===== config.mk =====
export PLATFORM = sky130hd
export DESIGN_NAME = debug_view_ctrl
export DESIGN_NICKNAME = d
export VERILOG_FILES = /design/src/rtl/debug_view_ctrl.sv
export SDC_FILE = /design/constraint.sdc
export NUM_CORES = 1
export LEC_CHECK = 0
export BUFFER_PORTS_ARGS = -buffer_cell sky130_fd_sc_hd__buf_4
export CAP_MARGIN = 20
export CORE_UTILIZATION = 30
export DETAILED_ROUTE_END_ITERATION = 16
export PLACE_DENSITY = 0.6
export RECOVER_POWER = 25
export SLEW_MARGIN = 20
export SYNTH_ARGS = -nofsm -noshare
export SYNTH_HDL_FRONTEND = slang
export SYNTH_SLANG_ARGS = --single-unit
export TNS_END_PERCENT = 20

===== constraint.sdc =====
create_clock -name clock -period 1.8 [get_ports clock]
set_input_delay 0.09 -clock clock [delete_from_list [all_inputs] [get_ports clock]]
set_output_delay 0.09 -clock clock [all_outputs]
set_load 0.03 [all_outputs]

===== src/rtl/debug_view_ctrl.sv =====
// debug_view_ctrl
// Selects one of NUM_SRC debug sources for an LCD/hex display. The switches
// and the freeze button are synchronised and debounced. The displayed index
// comes from one of two places: the manual select switches, or (optionally)
// an auto-scan that steps through the sources. A freeze press holds the
// display until the next press.
//
// Optional feature: define DEBUG_VIEW_AUTOSCAN_EN to include the SCAN state
// and its dwell counter. Without it, scan_sw is ignored and the display is
// either manual or frozen.
//
// Ports
//   clock, reset_n   single clock, asynchronous active-low reset
//   sel_sw[3:0]      raw manual source select (clamped to NUM_SRC-1)
//   scan_sw          raw switch, 1 requests auto-scan
//   freeze_btn       raw button, each press toggles the freeze
//   src_data         NUM_SRC words of DATA_W bits, source k at [k*DATA_W +: DATA_W]
//   src_addr         NUM_SRC bytes, source k at [k*8 +: 8]
//   pc, clock_counter  shown in digits[23:16] (pc low byte) and digits[15:0]
//   lcd_data         registered word of the displayed source
//   digits[31:0]     {src_addr of displayed source, pc[7:0], clock_counter}
//   lcd_src          index of the displayed source
//   frozen           1 while the display is held
//   src_changed      one-cycle pulse in the cycle lcd_src takes a new value
module debug_view_ctrl #(
    parameter int NUM_SRC      = 4,
    parameter int DATA_W       = 32,
    parameter int SCAN_DIV     = 50000000,
    parameter int DEBOUNCE_CYC = 65536
) (
    input  logic                      clock,
    input  logic                      reset_n,
    input  logic [3:0]                sel_sw,
    input  logic                      scan_sw,
    input  logic                      freeze_btn,
    input  logic [NUM_SRC*DATA_W-1:0] src_data,
    input  logic [NUM_SRC*8-1:0]      src_addr,
    input  logic [15:0]               pc,
    input  logic [15:0]               clock_counter,
    output logic [DATA_W-1:0]         lcd_data,
    output logic [31:0]               digits,
    output logic [3:0]                lcd_src,
    output logic                      frozen,
    output logic                      src_changed
);

`ifdef DEBUG_VIEW_AUTOSCAN_EN
    localparam int NUM_IN = 6;
    localparam int SC_W   = $clog2(SCAN_DIV + 1);
    localparam logic [SC_W-1:0] SCAN_LAST = SC_W'(SCAN_DIV - 1);
    typedef enum logic [1:0] {ST_MANUAL = 2'd0, ST_SCAN = 2'd1, ST_FROZEN = 2'd2} state_t;
`else
    localparam int NUM_IN = 5;
    typedef enum logic [1:0] {ST_MANUAL = 2'd0, ST_FROZEN = 2'd2} state_t;
`endif
    localparam int DB_W = $clog2(DEBOUNCE_CYC + 1);
    localparam logic [DB_W-1:0] DB_LAST = DB_W'(DEBOUNCE_CYC - 1);

    // Raw input bits: [3:0] select, [4] freeze, [5] scan (when present).
    logic [NUM_IN-1:0] raw_s;
    logic [NUM_IN-1:0] sync1_r;
    logic [NUM_IN-1:0] sync2_r;
    logic [NUM_IN-1:0] deb_r;
    logic [DB_W-1:0]   db_cnt_r [NUM_IN];
    logic              frz_prev_r;

`ifdef DEBUG_VIEW_AUTOSCAN_EN
    assign raw_s = {scan_sw, freeze_btn, sel_sw};
`else
    logic unused_scan_s;
    assign raw_s         = {freeze_btn, sel_sw};
    assign unused_scan_s = scan_sw;
`endif

    logic [7:0] unused_pc_hi_s;
    assign unused_pc_hi_s = pc[15:8];

    // Two-flop synchroniser followed by a per-bit debounce: a bit only takes
    // its new level after DEBOUNCE_CYC consecutive samples that disagree with it.
    always_ff @(posedge clock or negedge reset_n) begin
        if (!reset_n) begin
            sync1_r    <= '0;
            sync2_r    <= '0;
            deb_r      <= '0;
            frz_prev_r <= 1'b0;
            for (int i = 0; i < NUM_IN; i++) begin
                db_cnt_r[i] <= '0;
            end
        end else begin
            sync1_r    <= raw_s;
            sync2_r    <= sync1_r;
            frz_prev_r <= deb_r[4];
            for (int i = 0; i < NUM_IN; i++) begin
                if (sync2_r[i] == deb_r[i]) begin
                    db_cnt_r[i] <= '0;
                end else if (db_cnt_r[i] == DB_LAST) begin
                    deb_r[i]    <= sync2_r[i];
                    db_cnt_r[i] <= '0;
                end else begin
                    db_cnt_r[i] <= db_cnt_r[i] + DB_W'(1);
                end
            end
        end
    end

    logic       press_s;
    logic [3:0] sel_clamp_s;
    assign press_s = deb_r[4] & ~frz_prev_r;

    // Clamp the debounced select into the valid source range; the compare is
    // one bit wider so that NUM_SRC=16 does not wrap to zero.
    always_comb begin
        if ({1'b0, deb_r[3:0]} >= 5'(NUM_SRC)) begin
            sel_clamp_s = 4'(NUM_SRC - 1);
        end else begin
            sel_clamp_s = deb_r[3:0];
        end
    end

    state_t     state_r;
    state_t     state_nx_s;
    logic [3:0] idx_nx_s;
`ifdef DEBUG_VIEW_AUTOSCAN_EN
    logic            scan_db_s;
    logic [SC_W-1:0] scan_cnt_r;
    logic [SC_W-1:0] scan_cnt_nx_s;
    assign scan_db_s = deb_r[5];
`endif

    // Next state, next displayed index and next scan count.
    always_comb begin
        state_nx_s = state_r;
        idx_nx_s   = lcd_src;
`ifdef DEBUG_VIEW_AUTOSCAN_EN
        scan_cnt_nx_s = scan_cnt_r;
`endif
        case (state_r)
            ST_MANUAL: begin
                idx_nx_s = sel_clamp_s;
                if (press_s) begin
                    state_nx_s = ST_FROZEN;
                    idx_nx_s   = lcd_src;
`ifdef DEBUG_VIEW_AUTOSCAN_EN
                end else if (scan_db_s) begin
                    state_nx_s    = ST_SCAN;
                    scan_cnt_nx_s = '0;
`endif
                end else begin
                    state_nx_s = ST_MANUAL;
                end
            end
`ifdef DEBUG_VIEW_AUTOSCAN_EN
            ST_SCAN: begin
                if (press_s) begin
                    state_nx_s = ST_FROZEN;
                end else if (!scan_db_s) begin
                    state_nx_s = ST_MANUAL;
                    idx_nx_s   = sel_clamp_s;
                end else if (scan_cnt_r == SCAN_LAST) begin
                    scan_cnt_nx_s = '0;
                    idx_nx_s      = (lcd_src == 4'(NUM_SRC - 1)) ? 4'd0 : lcd_src + 4'd1;
                end else begin
                    scan_cnt_nx_s = scan_cnt_r + SC_W'(1);
                end
            end
`endif
            ST_FROZEN: begin
                if (press_s) begin
`ifdef DEBUG_VIEW_AUTOSCAN_EN
                    if (scan_db_s) begin
                        state_nx_s    = ST_SCAN;
                        scan_cnt_nx_s = '0;
                    end else begin
                        state_nx_s = ST_MANUAL;
                        idx_nx_s   = sel_clamp_s;
                    end
`else
                    state_nx_s = ST_MANUAL;
                    idx_nx_s   = sel_clamp_s;
`endif
                end else begin
                    state_nx_s = ST_FROZEN;
                end
            end
            default: begin
                state_nx_s = ST_MANUAL;
                idx_nx_s   = 4'd0;
            end
        endcase
    end

    logic [DATA_W-1:0] sel_data_s;
    logic [7:0]        sel_addr_s;

    // Source word and address for the next displayed index.
    always_comb begin
        sel_data_s = '0;
        sel_addr_s = 8'h00;
        for (int k = 0; k < NUM_SRC; k++) begin
            if (idx_nx_s == 4'(k)) begin
                sel_data_s = src_data[k*DATA_W +: DATA_W];
                sel_addr_s = src_addr[k*8 +: 8];
            end else begin
                sel_data_s = sel_data_s;
                sel_addr_s = sel_addr_s;
            end
        end
    end

    // FSM state and all display outputs. Outputs are only reloaded when the
    // next state is not FROZEN, which is what holds them during a freeze.
    always_ff @(posedge clock or negedge reset_n) begin
        if (!reset_n) begin
            state_r     <= ST_MANUAL;
            lcd_src     <= 4'd0;
            lcd_data    <= '0;
            digits      <= 32'h0000_0000;
            frozen      <= 1'b0;
            src_changed <= 1'b0;
`ifdef DEBUG_VIEW_AUTOSCAN_EN
            scan_cnt_r  <= '0;
`endif
        end else begin
            state_r <= state_nx_s;
            frozen  <= (state_nx_s == ST_FROZEN);
`ifdef DEBUG_VIEW_AUTOSCAN_EN
            scan_cnt_r <= scan_cnt_nx_s;
`endif
            if (state_nx_s != ST_FROZEN) begin
                lcd_src     <= idx_nx_s;
                lcd_data    <= sel_data_s;
                digits      <= {sel_addr_s, pc[7:0], clock_counter};
                src_changed <= (idx_nx_s != lcd_src);
            end else begin
                src_changed <= 1'b0;
            end
        end
    end

endmodule


==> results of run 1 <==
## logic make-up after synthesis
group / after synthesis
simple gates: 257
xor+xnor: 75
fa+ha+maj: 5
mux: 69
compound gates: 142
flops: 171
buf+inv: 58
## stage by stage
stage | worst slack, ps | area [um2] | power [mW] | utilization [%] | hold WS [ps]
floorplan | -85.4 | 8350 | 4.49 | - | -206
global placement | -15.0 | 11400 | 5.16 | 42.2 | 104
detailed placement | -49.2 | 11400 | 5.17 | 42.2 | 102
CTS | -4.06 | 12600 | 8.95 | 46.6 | 4.00
global route | -85.0 | 12600 | 9.22 | 46.8 | 37.9
finish | 1.29 | 12600 | 8.83 | 46.8 | 12.5
## worst reg2reg max path, cell delays in order (launching register included)
cell and delay (ps):
dfrtp_1 350, ha_2 190, nand2_2 60, or4_4 500
buf_6 140, o31ai_4 210, buf_6 180, nor2_1 60
## layout make-up
cell class | instances | share of cell area [%]
flip-flops and latches | 171 | 33.9
multi-input cells | 548 | 30.5
repair buffers | 417 | 27.2
clock buffers | 22 | 3.67
well taps | 341 | 3.38
clock inverters | 10 | 0.931
inverters | 15 | 0.446
## layout by cell type (no fill, tap or decap), types with 3 or more instances in the layout
cell           count
a21oi_1            3
and2_1             3
and3_1             7
buf_12            11
buf_4            336
buf_6              5
clkbuf_1           3
clkbuf_16         17
clkbuf_4           5
clkinvlp_4         4
dfrtp_1          169
dlygate4sd3_1     59
inv_1             15
mux2_2            66
nand2_1           59
nand3_1           28
nand4_1           18
nor2_1            81
nor2_2             4
nor3_1            20
nor4_1            11
o211a_1            5
o21ai_0           45
o22a_1            39
o22ai_1           39
o31ai_4            4
or2_2              3
or3_1              3
or4_4              5
xnor2_1           44
xor2_1            30
## registers in the layout, summed over array words and instances (netlist names)
name and flops:
db_cnt_r 85, deb_r 5, frz_prev_r 1, frozen 1
src_changed 1, lcd_data 32, digits 32, lcd_src 4
sync2_r 5, sync1_r 5
## per-layer routing
layer | vias up | track usage, % | routed length (um)
met4 | 0 | 5.85 | 537
met5 | - | 0 | 0
li1 | 3553 | - | -
met3 | 28 | 3.69 | 1220
met2 | 203 | 27.8 | 11300
met1 | 3414 | 20.0 | 10000
## what timing repair did
action | 4_1_cts | 5_1_grt
hold buffers | 59 | 0
pin swaps | 2 | 4
setup endpoints to repair | 35 | 49
endpoints found under the hold margin | 106 | 0
buffers inserted | 1 | 1
resized for setup | 3 | 14
gates cloned | 0 | 0
## power groups by stage
| stage | clock (mW) | combinational [mW] | sequential, mW |
|---|---|---|---|
| after global placement | 0 | 1.07 | 4.09 |
| final | 3.63 | 1.18 | 4.03 |
| after detailed placement | 0 | 1.07 | 4.10 |
| after global routing | 3.91 | 1.27 | 4.04 |
| after floorplan | 0 | 0.238 | 4.25 |
| after CTS | 3.73 | 1.19 | 4.02 |
## worst paths after layout
check	slack (ps)	start	cells after the start	to
max in group asynchronous	190	reset_n	3	lcd_data[5]
worst min-delay path	10	src_data[96]	3	lcd_data[0]
worst max register to register	1	db_cnt_r[1]	7	db_cnt_r[9]
worst max-delay path	1	db_cnt_r[1]	7	db_cnt_r[9]
worst min register to register	350	sync1_r[3]	0	sync2_r[3]
min in group asynchronous	580	reset_n	2	digits[14]
==> results.ini, run 1 <==
[run_status]
run_status = completed

[power_and_ir_drop]
p_comb_share_pct = 13.3
powerDensity_mw_per_mm2 = 699
sequentialPowerShare_pct = 45.6
ir_drop_mv = 0.559
p_sw_mw = 2.10
p_clk_share_pct = 41.1
p_leak_nw = 5.59
swShare_pct = 23.8
p_int_mw = 6.73

[finish]
syn_to_final_growth_pct = 52.7
multi_input_area_mm2 = 0.00386
nNetsFinal = 1375
seqCellArea_mm2 = 0.00428
final_cells = 1524
fillers = 2561
drive_gt1_share_pct = 41.3
antenna_cells = 0

[grt]
grt_pass1_wl_mm = 36.1
grt_max_degree = 76
overflow = 0
antenna_found_initial = 0
grt.total_usage_pct = 16.2
grt_pass1_vias = 7064

[route]
ant_nets = 0
wl_per_cell_um = 15.2
routed-via-count = 7198
drt_iter0_drc = 323
totalWireLength_mm = 23.1
drtPass1Iterations = 4
via_per_inst = 4.72
drc_errors = 0

[timing]
setup_viol = 0
fmax_ghz = 0.556
final.setup.tns_ps = 0
slew_headroom_pct = 2.25
period_share_pct = 99.9
fin_skew_ps = 8.53
rsz0062_at_grt = yes
slew_viol_final = 0
period_minus_slack_ps = 1800
tightest_slew_ps = 1470
hold_violations = 0

[synth]
ys_top_cells_by_area = dfrtp_1 52%, mux2_2 9.3%, xnor2_1 4.8%
synthMostInstantiatedCell = dfrtp_1
synth_mux_area_share_pct = 9.37
dominantRegCellSynth = dfrtp_1
synth-edff-count = 0
synth_top_family_by_area = simple AND/OR/NAND/NOR gates
yosys.area.top_type_share_pct = 51.7
yosys.area_share.xor_xnor_pct = 7.94
ys_ff_latch = 171
synth_top_area_cell = dfrtp_1
async_reset_ff_share_pct = 100
synth-compound-area-share_pct = 12.2
ys_warn_count = 0
synth-simple-area-share_pct = 14.9
synthAdderAreaFrac_pct = 0.756
seq_area_frac_synth_pct = 51.7
syn_nets = 982
post_synth_num_cell_types = 41
yosys-top-cells-count = 171 x dfrtp_1, 86 x nor2_1, 68 x mux2_2, 61 x nand2_1
syn-cell-area_mm2 = 0.00828
synthCells = 777
syn_avg_cell_area_um2 = 10.7

[setup_path]
crit_family = simple AND/OR/NAND/NOR gates
max_stage_delay_ps = 500
crit_fanout = 8
critPathRequiredTime_ps = 2110
end_kind = flip-flop
worstSetupPathType = reg2reg
crit_path_frequent_cell = buf_6
cp_num_buf_inv = 2
worstPathCellList = ha_2 > nand2_2 > or4_4 > buf_6 > o31ai_4 > buf_6 > nor2_1
critPathSlowestCell = or4_4
start_kind = flip-flop
crit_arrival_ps = 2110

[placement]
portBuffers = 260
place_inst = 1431
gp_congestion = 0.798
dp_hpwl_mm = 17.0

[floorplanning]
die_area_mm2 = 0.0283
fp-row-count = 60
die_x_um = 168
die_h_um = 168
top_level_ports = 270
start_util_pct = 30.6
core_mm2 = 0.0270

[flow_run]
cap_viol_max_count = 0

[clocking]
clock-sinks = 171
cts_htree_levels = 4
clkLatencyLatePin_ps = 430
cts_root_buf = clkbuf_16
cts.path.max_buffers = 2
cts_buffers = 17
cts_tree = yes
path_clk_slew_ps = 60

[min_path]
worstHoldPathType = in2reg

Power figures use the tool's default switching activity.
==> run 2: changes to the inputs <==
- CORE_UTILIZATION: 30 -> 46
- PLACE_DENSITY: 0.6 -> 0.82
==> results.ini, run 2 (synthesis gave the netlist of run 1 again) <==
[timing]
period_share_pct = 99.4  ; -0.55 points
rsz0062_at_grt = yes
setup_viol = 0  ; unchanged
slew_headroom_pct = 7.57  ; +5.3 points
hold_ws_ps = 12.9  ; +0.393 ps
period_minus_slack_ps = 1790  ; -9.89 ps
timing.final.ws_setup_ps = 11.2  ; +9.89 ps
fin_skew_ps = 11.7  ; +3.15 ps
fmax_ghz = 0.559  ; +0.55%
slew_viol_final = 0  ; unchanged
final.setup.tns_ps = 0  ; unchanged
tightest_slew_ps = 1390  ; -79.8 ps
hold_violations = 0  ; unchanged

[floorplanning]
fp-row-count = 48  ; -20%
die_x_um = 136  ; -19%
die_h_um = 136  ; -19%
top_level_ports = 270  ; unchanged
die_area_mm2 = 0.0185  ; -34%
core_mm2 = 0.0174  ; -36%
start_util_pct = 47.5  ; +17 points

[route]
ant_nets = 0  ; unchanged
wl_per_cell_um = 17.9  ; +18%
drt_iter0_drc = 347  ; +7.4%
routed-via-count = 7489  ; +4.0%
drtPass1Iterations = 5  ; +1
drc_errors = 0  ; unchanged
via_per_inst = 5.36  ; +13%
totalWireLength_mm = 25.0  ; +7.9%

[setup_path]
path_depth = 5  ; -2
crit_fanout = 4  ; -4
cp_num_buf_inv = 0  ; -2
start_kind = flip-flop
crit_arrival_ps = 2090  ; -20 ps
crit_family = simple AND/OR/NAND/NOR gates
critPathRequiredTime_ps = 2100  ; about the same
critPathSlowestCell = or4_4
worstPathCellList = ha_2 > nand2_1 > or4_4 > nor3_2 > mux2_2
max_stage_delay_ps = 540  ; +40 ps
end_kind = flip-flop
r2r_cells = 5  ; -2
worstSetupPathType = reg2reg

[grt]
overflow = 0  ; unchanged
grt_pass1_wl_mm = 38.0  ; +5.3%
grt_max_degree = 59  ; -22%
antenna_found_initial = 1  ; +1
grt_pass1_vias = 7510  ; +6.3%
grt.total_usage_pct = 26.8  ; +11 points

[finish]
mostFrequentLayoutCells = 329 x buf_4, 169 x dfrtp_1, 86 x nor2_1, 65 x mux2_2, 59 x nand2_1
syn_to_final_growth_pct = 49.7
top_regs = db_cnt_r: 85 flops, digits: 32 flops, lcd_data: 32 flops
fillers = 1205  ; -53%
final_util_pct = 71.1  ; +24 points
nNetsFinal = 1366  ; -0.65%
final_common_cell = buf_4
seqCellArea_mm2 = 0.00428  ; unchanged
largest_reg_flops = 85  ; unchanged
multi_input_area_mm2 = 0.00386  ; about the same
drive_gt1_share_pct = 40.9  ; -0.47 points
final_cells = 1398  ; -8.3%
regMostFlops = db_cnt_r
fin_area_mm2 = 0.0124  ; -2.0%

[power_and_ir_drop]
p_int_mw = 6.71  ; -0.27%
p_leak_nw = 5.53  ; -0.99%
swShare_pct = 23.7  ; -0.054 points
ir_drop_mv = 0.885  ; +58%
powerDensity_mw_per_mm2 = 710  ; +1.7%
p_comb_share_pct = 13.4  ; about the same
p_clk_share_pct = 40.8  ; -0.3 points
p_sw_mw = 2.09  ; -0.57%
sequentialPowerShare_pct = 45.8  ; +0.2 points
power_mw = 8.80  ; -0.34%

[clocking]
cts_buffers = 17  ; unchanged
clock-sinks = 171  ; unchanged
clkLatencyLatePin_ps = 430  ; about the same
cts_root_buf = clkbuf_16
cts_tree = yes
cts.path.max_buffers = 2  ; unchanged
cts_htree_levels = 4  ; unchanged
path_clk_slew_ps = 70  ; about the same

[placement]
portBuffers = 260  ; unchanged
pre_cts_slack_ps = -80.0  ; -30.9 ps
place_inst = 1306  ; -8.7%
gp_congestion = 0.881  ; +10%
dp_hpwl_mm = 17.5  ; +2.4%
place_area_mm2 = 0.0112  ; -2.2%

[min_path]
holdPathStages = 3  ; unchanged
worstHoldPathType = in2reg

[flow_run]
cap_viol_max_count = 0  ; unchanged

[run_status]
run_status = completed

## run 2: cell types whose count changed in the layout (fill, tap and decap cells not counted), moves of 2 or more
cell,change
inv_6,+2
nor2_1,+5
clkbuf_1,-2
buf_6,+2
buf_12,-3
nor2_2,-4
buf_4,-7
clkinvlp_4,-2
## run 2: path summary, 6_finish.rpt
kind | slack, ps | start | endpoint
worst min register to register | 350 | sync1_r[1] | sync2_r[1]
worst min-delay path | 10 | src_data[101] | lcd_data[5]
max in group asynchronous | 290 | reset_n | db_cnt_r[37]
min in group asynchronous | 540 | reset_n | db_cnt_r[0]
worst max register to register | 10 | db_cnt_r[1] | deb_r[4]
worst max-delay path | 10 | db_cnt_r[1] | deb_r[4]
## run 2: worst register-to-register path, cell delays in order, from the launching register on
cell and delay, ps:
dfrtp_1 370, ha_2 200, nand2_1 70, or4_4 540
nor3_2 130, mux2_2 350
## run 2: power by group through the flow
stage,sequential (mW),clock (mW),combinational [mW]
final,4.03,3.59,1.18
after floorplan,4.25,0,0.238
after detailed placement,4.10,0,1.05
after CTS,4.03,3.64,1.16
after global placement,4.09,0,1.03
after global routing,4.04,3.79,1.26
## run 2: area by class of cell
cell class	instances	area share, %
multi-input combinational	548	31.2
inverter	15	0.454
tap	225	2.27
clock inverter	10	0.939
sequential	171	34.6
antenna	1	0.0202
clock buffer	20	3.69
timing repair buffer	408	26.9
## run 2: layer usage
metal	GRT usage, %	part of all wire, %	vias up
met5	0	0	-
met4	11.4	3.3	0
met3	5.63	6.4	60
met2	44.8	50	274
met1	33.6	41	3629
li1	-	-	3526
## run 2: repair_timing
item                                    4_1_cts  5_1_grt
pin swaps                                     1        4
endpoints found under the setup margin       37       46
hold endpoints to repair                    112        0
buffers inserted                              0        3
hold buffers                                 58        0
gates resized for setup                       5       12
